## src/rtl/fifo_pkg.sv

```systemverilog
// fifo_pkg: shared types for the FIFO family.
package fifo_pkg;
  typedef enum logic {FIFO_STD, FIFO_FWFT} fifo_mode_e;
endpackage

```

## src/rtl/sync_fifo_mem.sv

```systemverilog
// sync_fifo_mem: register array with one synchronous write port and an asynchronous read port.
module sync_fifo_mem #(
  parameter int DSIZE = 8,
  parameter int ASIZE = 4
) (
  input  logic             clk,
  input  logic             we,
  input  logic [ASIZE-1:0] waddr,
  input  logic [DSIZE-1:0] wdata,
  input  logic [ASIZE-1:0] raddr,
  output logic [DSIZE-1:0] rdata
);
  logic [DSIZE-1:0] mem [1<<ASIZE];
  always_ff @(posedge clk)
    if (we) mem[waddr] <= wdata;
  assign rdata = mem[raddr];
endmodule

```

## src/rtl/sync_fifo.sv

```systemverilog
// sync_fifo: single-clock FIFO with STD/FWFT read modes, thresholds, fill count, flush and sticky errors.
module sync_fifo
  import fifo_pkg::*;
#(
  parameter int         DSIZE    = 8,
  parameter int         ASIZE    = 4,
  parameter fifo_mode_e MODE     = FIFO_STD,
  parameter int         AF_LEVEL = (1 << ASIZE) - 2,
  parameter int         AE_LEVEL = 2
) (
  input  logic             clk,
  input  logic             rst_n,
  input  logic             flush,
  input  logic             winc,
  input  logic [DSIZE-1:0] wdata,
  output logic             wfull,
  input  logic             rinc,
  output logic [DSIZE-1:0] rdata,
  output logic             rempty,
  output logic [ASIZE:0]   wcount,
  output logic             almost_full,
  output logic             almost_empty,
  output logic             overflow,
  output logic             underflow
);
  localparam int DEPTH = 1 << ASIZE;
  if (ASIZE < 1 || AE_LEVEL < 0 || AE_LEVEL >= AF_LEVEL || AF_LEVEL > DEPTH) begin : g_bad_params
    $error("sync_fifo: illegal ASIZE/AE_LEVEL/AF_LEVEL");
  end
  localparam logic [ASIZE:0] AF = AF_LEVEL[ASIZE:0];
  localparam logic [ASIZE:0] AE = AE_LEVEL[ASIZE:0];
  logic [ASIZE:0] wptr, rptr;
  logic [DSIZE-1:0] head, rdata_q;
  logic we, re;
  assign we = winc && !wfull && !flush;
  assign re = rinc && !rempty && !flush;
  // extra pointer MSB distinguishes full from empty when the address bits match
  assign rempty = wptr == rptr;
  assign wfull = (wptr[ASIZE] != rptr[ASIZE]) && (wptr[ASIZE-1:0] == rptr[ASIZE-1:0]);
  assign wcount = wptr - rptr;
  assign almost_full = wcount >= AF;
  assign almost_empty = wcount <= AE;
  assign rdata = MODE == FIFO_FWFT ? head : rdata_q;
  sync_fifo_mem #(.DSIZE(DSIZE), .ASIZE(ASIZE)) u_mem (
    .clk(clk),
    .we(we),
    .waddr(wptr[ASIZE-1:0]),
    .wdata(wdata),
    .raddr(rptr[ASIZE-1:0]),
    .rdata(head)
  );
  always_ff @(posedge clk or negedge rst_n)
    if (!rst_n) begin
      wptr <= '0;
      rptr <= '0;
      rdata_q <= '0;
      overflow <= 1'b0;
      underflow <= 1'b0;
    end else if (flush) begin
      wptr <= '0;
      rptr <= '0;
      rdata_q <= '0;
      overflow <= 1'b0;
      underflow <= 1'b0;
    end else begin
      if (we) wptr <= wptr + 1'b1;
      if (re) rptr <= rptr + 1'b1;
      if (re && MODE == FIFO_STD) rdata_q <= head;
      if (winc && wfull) overflow <= 1'b1;
      if (rinc && rempty) underflow <= 1'b1;
    end
endmodule

```

## config.mk

```make
export PLATFORM = sky130hd
export DESIGN_NAME = sync_fifo
export DESIGN_NICKNAME = d
export VERILOG_FILES = /design/src/rtl/fifo_pkg.sv /design/src/rtl/sync_fifo_mem.sv /design/src/rtl/sync_fifo.sv
export SDC_FILE = /design/constraint.sdc
export NUM_CORES = 1
export LEC_CHECK = 0
export CORE_MARGIN = 2
export CORE_UTILIZATION = 47
export DETAILED_ROUTE_END_ITERATION = 8
export GPL_TIMING_DRIVEN = 1
export SLEW_MARGIN = 20
export SYNTH_ARGS = -nofsm -noshare
export SYNTH_HDL_FRONTEND = slang
export SYNTH_SLANG_ARGS = --single-unit
```

## constraint.sdc

```tcl
create_clock -name clk -period 8.58 [get_ports clk]
set_clock_uncertainty 0.15 [all_clocks]
set_input_delay 1.287 -clock clk [delete_from_list [all_inputs] [get_ports clk]]
set_output_delay 1.287 -clock clk [all_outputs]
set_load 0.02 [all_outputs]
```

==> results.cfg <==
[route]
dr.pass1.iters = 4
wl_per_cell_um = 21.6
drc = 0
first_iter_violations = 216
vias = 3073
drt-total-wl_mm = 11.8
ant_nets = 0
routed_via_density = 5.62

[logic_synthesis]
ys_ff_latch = 148
syn_inst = 326
yosysUniqueCellTypes = 41
yosys_most_used_dff = edfxtp_1
syn_nets = 349
synth-edff-count = 128
avgSynthCellArea_um2 = 18.9
yosys_warnings = 0
async_flop_share = 0.135
netlist_area_mm2 = 0.00618
synth-seq-area-share = 0.703

[layout]
postLayoutCoreUtil = 0.567
diodes = 0
n_fill_cell = 1009
num-nets-final = 385
syn2layout_area_growth_pct = 16.7
final_cell_mix = edfxtp_1 (128), clkdlybuf4s50_1 (31), nor2_1 (24), mux4_1 (24), dfrtp_1 (19)
design_area_mm2 = 0.00721
final_cells = 547
drive_above_1_share = 0.125
final_common_cell = edfxtp_1

[cts]
clock_latency_ps = 410
postCtsSetupBuffers = 0
hold_buffers = 0
clock_path_buffers = 2
numCtsBuffers = 17
cts_tree = yes
cts.repair.resized = 0
clk_pin_slew_ps = 60
clock_sinks = 148
cts_root_buf = clkbuf_16
cts.htree.levels = 4

[global_route]
met1_usage = 0.238
globalRoute.busiestLayer = met2
grt_util_met3 = 0.0463
grt_use_total = 0.180
grt_overflow_total = 0
antenna_found_initial = 0
grt_pass1_wl_mm = 18.4
grt_pass1_vias = 3232
grt_use_met2 = 0.286
grt_start_max_net_pins = 36

[power]
power_mw = 1.77
powerDensity_mw_per_mm2 = 246
p_leak_nw = 2.52
power_frac_seq = 0.457
ir_drop_v = 0.000161
power_switching_mw = 0.419
combPwrFrac = 0.149
internal_power_mw = 1.35
swShare = 0.236
clock_power_share = 0.394

[worst_setup_path]
end_kind = primary output
path_class = flip-flop to primary output
timing.rr.end = u_mem.mem[13][0]
path_max_fanout = 17
r2r_cells = 6
worstPathArrival_ps = 3060
ff2ff_setup_slack_ps = 4990
r2r-start = rptr[3]
cp.required_ps = 7140
startpoint_type = flip-flop

[place]
place_area_mm2 = 0.00664
io_buffers = 31
place_inst = 515
pre_cts_ws_ps = 4350
place_congestion = 0.769
dp.final_hpwl_mm = 7.42

[sta]
worst_slack_ps = 4080
fmax_ghz = 0.222
worstMarginPinSlew_ps = 963
setup_viol = 0
holdWs_ps = 350
period_needed_ps = 4500
hold_viol_final = 0
slew_headroom = 0.356
report.final.slew_viol_count = 0
post-route-period-util = 0.525
rsz0062_at_grt = false
setup-tns-final_ps = 0

[min_path]
hold_start = underflow
hold_end = underflow
whs_path_depth = 2
hp-class = flip-flop to flip-flop

[floorplan]
num_rows = 41
start_util = 0.486
ios = 32
die_h_um = 119
coreArea_mm2 = 0.0127
dieArea_mm2 = 0.0141
die_x_um = 119

[outcome]
status = finished, final reports clean

[run]
maxCapViolCount = 0
[worst max path at each step]
stage | end | startpoint
6_report | almost_empty | rptr[3]
5_1_grt | almost_empty | wptr[0]
4_1_cts | almost_empty | rptr[3]
3_5_place_dp | u_mem.mem[13][1] | flush
3_3_place_gp | u_mem.mem[10][3] | flush
2_1_floorplan | almost_empty | wptr[0]
[worst max-delay path, cell delays in order, from the launching register on]
cell,delay (ps)
dfrtp_1,410
clkinv_2,420
ha_1,510
or3_1,420
a211oi_1,250
clkdlybuf4s50_1,640
[layout make-up]
cell class | count | area [um^2] | area share
Sequential cell | 148 | 4350 | 0.603
Multi-Input combinational cell | 153 | 1720 | 0.239
Tap cell | 172 | 215 | 0.0298
Inverter | 9 | 35.0 | 0.00486
Clock inverter | 8 | 76.3 | 0.0106
Timing Repair Buffer | 33 | 325 | 0.0451
Clock buffer | 24 | 492 | 0.0682
[synthesized netlist by cell type (2+ instances only)]
library cell,number,area share
edfxtp_1,128,0.62
mux4_1,24,0.10
nor2_1,24,0.015
dfrtp_1,20,0.081
mux2i_1,18,0.029
ha_1,9,0.018
inv_1,8,0.0049
mux4_2,8,0.029
nand3b_1,8,0.0097
o221ai_1,8,0.011
nand2_1,7,0.0043
xnor2_1,7,0.0099
clkbuf_1,6,0.0036
a21oi_1,5,0.0041
buf_2,5,0.0041
a211oi_1,4,0.0049
nor3_1,4,0.0032
or3_1,3,0.0030
a21o_1,2,0.0024
buf_6,2,0.0036
nand2b_1,2,0.0020
o21ai_0,2,0.0016
o31ai_1,2,0.0024
or4_1,2,0.0024
xor2_1,2,0.0028
[flip-flops by register name, summed over array words and instances, names as in the netlist]
name	flops
rdata	8
underflow	1
wptr	5
rptr	5
u_mem.mem	128
overflow	1
[power groups by stage]
| stage | clock (mW) | sequential, mW | combinational [mW] |
|---|---|---|---|
| after floorplan | 0 | 0.830 | 0.167 |
| after global routing | 0.744 | 0.811 | 0.285 |
| after detailed placement | 0 | 0.824 | 0.269 |
| final | 0.699 | 0.810 | 0.264 |
| after CTS | 0.709 | 0.810 | 0.269 |
| after global placement | 0 | 0.824 | 0.267 |
[metal layers]
metal / vias to the layer above / wire (um)
met4: 0 / 218
met1: 1561 / 5190
li1: 1400 / -
met2: 95 / 5820
met3: 17 / 589
met5: - / 0
[cell families after synthesis]
| kind of cell | Yosys count | synth area share |
|---|---|---|
| AO/OA/AOI/OAI | 28 | 0.0336 |
| XOR/XNOR | 10 | 0.0154 |
| adder cells (fa/ha/maj) | 10 | 0.0215 |
| buffers and inverters | 25 | 0.0213 |
| flip-flops | 148 | 0.703 |
| multiplexers | 50 | 0.160 |
| AND/OR/NAND/NOR | 55 | 0.0446 |
No activity file was read; power rests on OpenSTA's default activity.
==> RTL change 1, RTL diff (same settings) <==
`ASIZE` is set to 4 in 2 places; all go to 3.
--- a/src/rtl/sync_fifo_mem.sv
+++ b/src/rtl/sync_fifo_mem.sv
@@ -3,3 +3,3 @@
   parameter int DSIZE = 8,
-  parameter int ASIZE = 4
+  parameter int ASIZE = 3
 ) (
--- a/src/rtl/sync_fifo.sv
+++ b/src/rtl/sync_fifo.sv
@@ -5,3 +5,3 @@
   parameter int         DSIZE    = 8,
-  parameter int         ASIZE    = 4,
+  parameter int         ASIZE    = 3,
   parameter fifo_mode_e MODE     = FIFO_STD,
Ports: changed (resized wcount); port bits go from 32 to 31. No check against the original RTL was run, so the function may have changed too.
==> RTL change 1 against the original RTL <==
Die area is 43% lower. Non-clock buffer count stayed put. Wire length is 45% lower. Hold slack better by 0.0063 ns. Design area is 44% lower. Register-to-register slack worse by 0.19 ns. Sequential power is 44% lower. Worst setup slack better by 0.11 ns. Via count is 40% lower. Power is 51% lower. Area after synthesis is 44% lower. Count of clock-buffer cells in the layout is 14 lower. Sequential cell count is 66 lower. Critical path type unchanged. Largest power group unchanged.
==> RTL change 1: results (changes against the original RTL) <==
stage;metric;value;unit;change
status;status;complete, no violations;;
synthesis;Post-Synth Adder-Cell Area;2.397;%;+0.25 points
placement;I/O Buffers;30;;-3.2%
clocking;clock buffer depth;2;;unchanged
pwr;Int Pwr;0.6329;mW;-53%
synthesis;Synth Area in Compound Gates;4.285;%;+0.92 points
timing;max_slew headroom;34.18;%;-1.4 points
clocking;clk sink count;82;;-45%
timing;WHS;0.3565;ns;+0.006299 ns
global_route;largest net degree at the start of global routing;24;;-33%
pwr;PwrDens;218.8;nW/um^2;-11%
clocking;root buf cell;clkbuf_8;;
placement;dpl cell area;3824;um^2;-42%
detailed_routing;Iter 0 DRT Violations;167;;-23%
layout;non-clk buf share;8.050;%;+3.5 points
layout;invs w/o clock;7;;-2
synthesis;post-synthesis sequential area ratio;68.85;%;-1.5 points
layout;fraction of area in multi-input gates;24.40;%;+0.52 points
global_route;all-layer global routing usage;17.69;%;-0.29 points
critical_path;origin of the critical flop-to-flop path;rptr[2]$_DFFE_PN0P_;;
critical_path;R2R setup slack;4.80;ns;-0.19 ns
detailed_routing;DR vias;1829;;-40%
layout;Final Util;55.88;%;-0.79 points
synthesis;Synth Area in XOR/XNOR;2.251;%;+0.71 points
layout;Post-layout nets;256;;-34%
global_route;first-pass GRT wire length;9.970;mm;-46%
clocking;clock transition at the registers of the reported paths;0.08;ns;+0.02 ns
floorplanning;Die W;89.63;um;-24%
placement;pre-CTS setup slack;4.525;ns;+0.1732 ns
critical_path;r2r endpoint;u_mem.mem[1][6]$_DFFE_PP_;;
pwr;P_leak;1.367;nW;-46%
synthesis;post-synth cell types;34;;-17%
layout;clock buffers;10;;-58%
clocking;CTS H-Tree Depth;3;;-1
layout;multi-input gates;104;;-32%
synthesis;number of synthesized flops with an enable pin;64;;-50%
detailed_routing;final wirelength;6.496;mm;-45%
critical_path;CP max stage delay;0.91;ns;+0.27 ns
placement;Placed Cells;325;;-37%
detailed_routing;wire length per cell;19.05;um;-12%
layout;Largest register FFs;64;;-50%
critical_path;Arr. time, crit path;2.96;ns;-0.10 ns
pwr;Worst IR Drop VDD;0.1133;mV;-30%
synthesis;post-synthesis mux area share;13.36;%;-2.7 points
synthesis;Gate Count Post-Synth;203;;-38%
critical_path;Reg2Reg Depth;7;;+1
clocking;Num CTS Buffers;9;;-8
synthesis;Commonest cells post-synth;edfxtp_1 (64), nor2_1 (23), dfrtp_1 (18), mux4_2 (16), mux2i_1 (10);;
layout;Fillers;573;;-43%
placement;GPL Wtd Cong;0.8010;;+4.1%
layout;register area;2372;um^2;-45%
RTL change 1: cell types whose count changed after synthesis, moves of 8 or more:
| cell | delta |
|---|---|
| o221ai_1 | -8 |
| mux4_2 | +8 |
| edfxtp_1 | -64 |
| mux4_1 | -24 |
| mux2i_1 | -8 |
| nand3b_1 | -8 |
RTL change 1: how the worst max path moves through the flow:
| stage | cells after the start | slack (ns) | to |
|---|---|---|---|
| floorplan | 8 | 5.13 | almost_full |
| global placement | 6 | 4.58 | almost_full |
| detailed placement | 6 | 4.52 | almost_full |
| CTS | 6 | 4.14 | almost_full |
| global route | 6 | 3.96 | almost_full |
| finish | 6 | 4.18 | almost_full |
RTL change 1: routing by layer:
layer	GRT usage (%)	wire length, um	vias up
li1	-	-	845
met1	24.75	3028	933
met2	26.67	3154	41
met3	3.656	231	10
met4	8.684	81	0
met5	0	0	-
==> RTL change 2, RTL diff (same flow settings) <==
Made on the original files. Register the output `wcount`, with the module's reset; this adds one clock of latency there. The other outputs are not delayed to match.
--- a/src/rtl/sync_fifo.sv
+++ b/src/rtl/sync_fifo.sv
@@ -26,2 +26,4 @@
   localparam int DEPTH = 1 << ASIZE;
+
+  logic [ASIZE:0] wcount_d;
   if (ASIZE < 1 || AE_LEVEL < 0 || AE_LEVEL >= AF_LEVEL || AF_LEVEL > DEPTH) begin : g_bad_params
@@ -39,5 +41,5 @@
   assign wfull = (wptr[ASIZE] != rptr[ASIZE]) && (wptr[ASIZE-1:0] == rptr[ASIZE-1:0]);
-  assign wcount = wptr - rptr;
-  assign almost_full = wcount >= AF;
-  assign almost_empty = wcount <= AE;
+  assign wcount_d = wptr - rptr;
+  assign almost_full = wcount_d >= AF;
+  assign almost_empty = wcount_d <= AE;
   assign rdata = MODE == FIFO_FWFT ? head : rdata_q;
@@ -71,2 +73,10 @@
     end
+  always_ff @(posedge clk or negedge rst_n) begin
+      if (!rst_n) begin
+          wcount <= '0;
+      end else begin
+          wcount <= wcount_d;
+      end
+  end
+
 endmodule
Check against the original RTL: not equivalent (a bounded check fails within 4 cycles, from zero or initial values and one cycle with rst_n low).
==> RTL change 2 against the original RTL <==
Sequential share of layout area rose by 0.43 points. Synthesized cell count rose by 1.5%. Sequential cell count rose by 5. Die area rose by 1.7%. Wire length rose by 4.4%. Sequential power rose by 4.0%. Design area rose by 2.2%. Hold slack improved by 0.0020 ns. Worst setup slack got worse by 0.37 ns. Power rose by 6.3%. Area after synthesis rose by 1.7%. Critical path type unchanged. First-iteration DRC count rose by 49%. Core utilization fell by 0.61 points. Fmax fell by 7.5%.
==> RTL change 2: results (changes against the original RTL) <==
stage;metric;value;unit;change
detailed_routing;Iter 0 DRT Violations;321;;+49%
timing;WHS;0.3521;ns;+0.001984 ns
global_route;largest net degree at the start of global routing;37;;+2.8%
status;status;complete, no violations;;
detailed_routing;vias per cell;5.654;;+0.65%
global_route;all-layer global routing usage;18.76;%;+0.78 points
synthesis;post-synthesis mux area share;15.41;%;-0.63 points
layout;Final clock-cell share;8.086;%;+0.21 points
global_route;met3 Usage GRT;5.323;%;+0.69 points
global_route;first-pass GRT wire length;19.03;mm;+3.6%
layout;non-clk buf share;4.926;%;+0.41 points
pwr;Worst IR Drop VDD;0.1591;mV;-1.2%
synthesis;Commonest cells post-synth;edfxtp_1 (128), dfrtp_1 (25), nor2_1 (24), mux2i_1 (18), mux4_1 (18);;
critical_path;Max Fanout on Critical Path;36;;+19
layout;Area Overhead vs Synth;17.22;%;
global_route;vias in the first global route;3150;;-2.5%
synthesis;Mapped Nets;354;;+1.4%
critical_path;Arr. time, crit path;3.43;ns;+0.37 ns
global_route;M1 GR Usage;25.16;%;+1.3 points
placement;dpl hpwl;7.420;mm;about the same
synthesis;post-synth cell types;42;;+2.4%
critical_path;r2r endpoint;u_mem.mem[11][4]$_DFFE_PP_;;
synthesis;ranking of synthesized cells by area;edfxtp_1 (61%), dfrtp_1 (10%), mux4_1 (7.5%), mux4_2 (5.0%), mux2i_1 (2.9%);;
synthesis;Post-Synth Adder-Cell Area;2.111;%;-0.036 points
layout;register area;4471;um^2;+2.9%
layout;clock buffers;22;;-8.3%
synthesis;asr flop ratio synth;16.34;%;+2.8 points
global_route;met2 Resource Use GR;29.57;%;+1.0 points
## RTL change 2: cell count changes in the layout (fill, tap and decap cells not counted), sizes merged
cell | before | now
buf | 2 | 7
bufinv | 1 | 3
clkbuf | 24 | 22
clkinv | 5 | 4
clkinvlp | 3 | 2
dfrtp | 20 | 25
inv | 8 | 10
## RTL change 2: tightest hold or removal path: cells and delay by family (launching register included)
kind             cells  cell delay [ns]
AND/OR/NAND/NOR      1             0.07
flip-flops           1             0.35
AO/OA/AOI/OAI        1             0.04
## RTL change 2: power by group
group          total, mW  switching (mW)  internal (mW)
registers          0.842          0.0111          0.830
clock network      0.753           0.287          0.466
logic              0.291           0.152          0.139
## RTL change 2: per-stage QoR
stage / instances / setup slack (ns) / total power, mW
3_3_place_gp: 529 / 4.199 / 1.148
3_5_place_dp: 529 / 4.177 / 1.151
4_1_cts: 561 / 3.661 / 1.903
2_1_floorplan: 331 / 4.584 / 1.047
5_1_grt: 561 / 3.482 / 1.957
6_report: 561 / 3.712 / 1.885
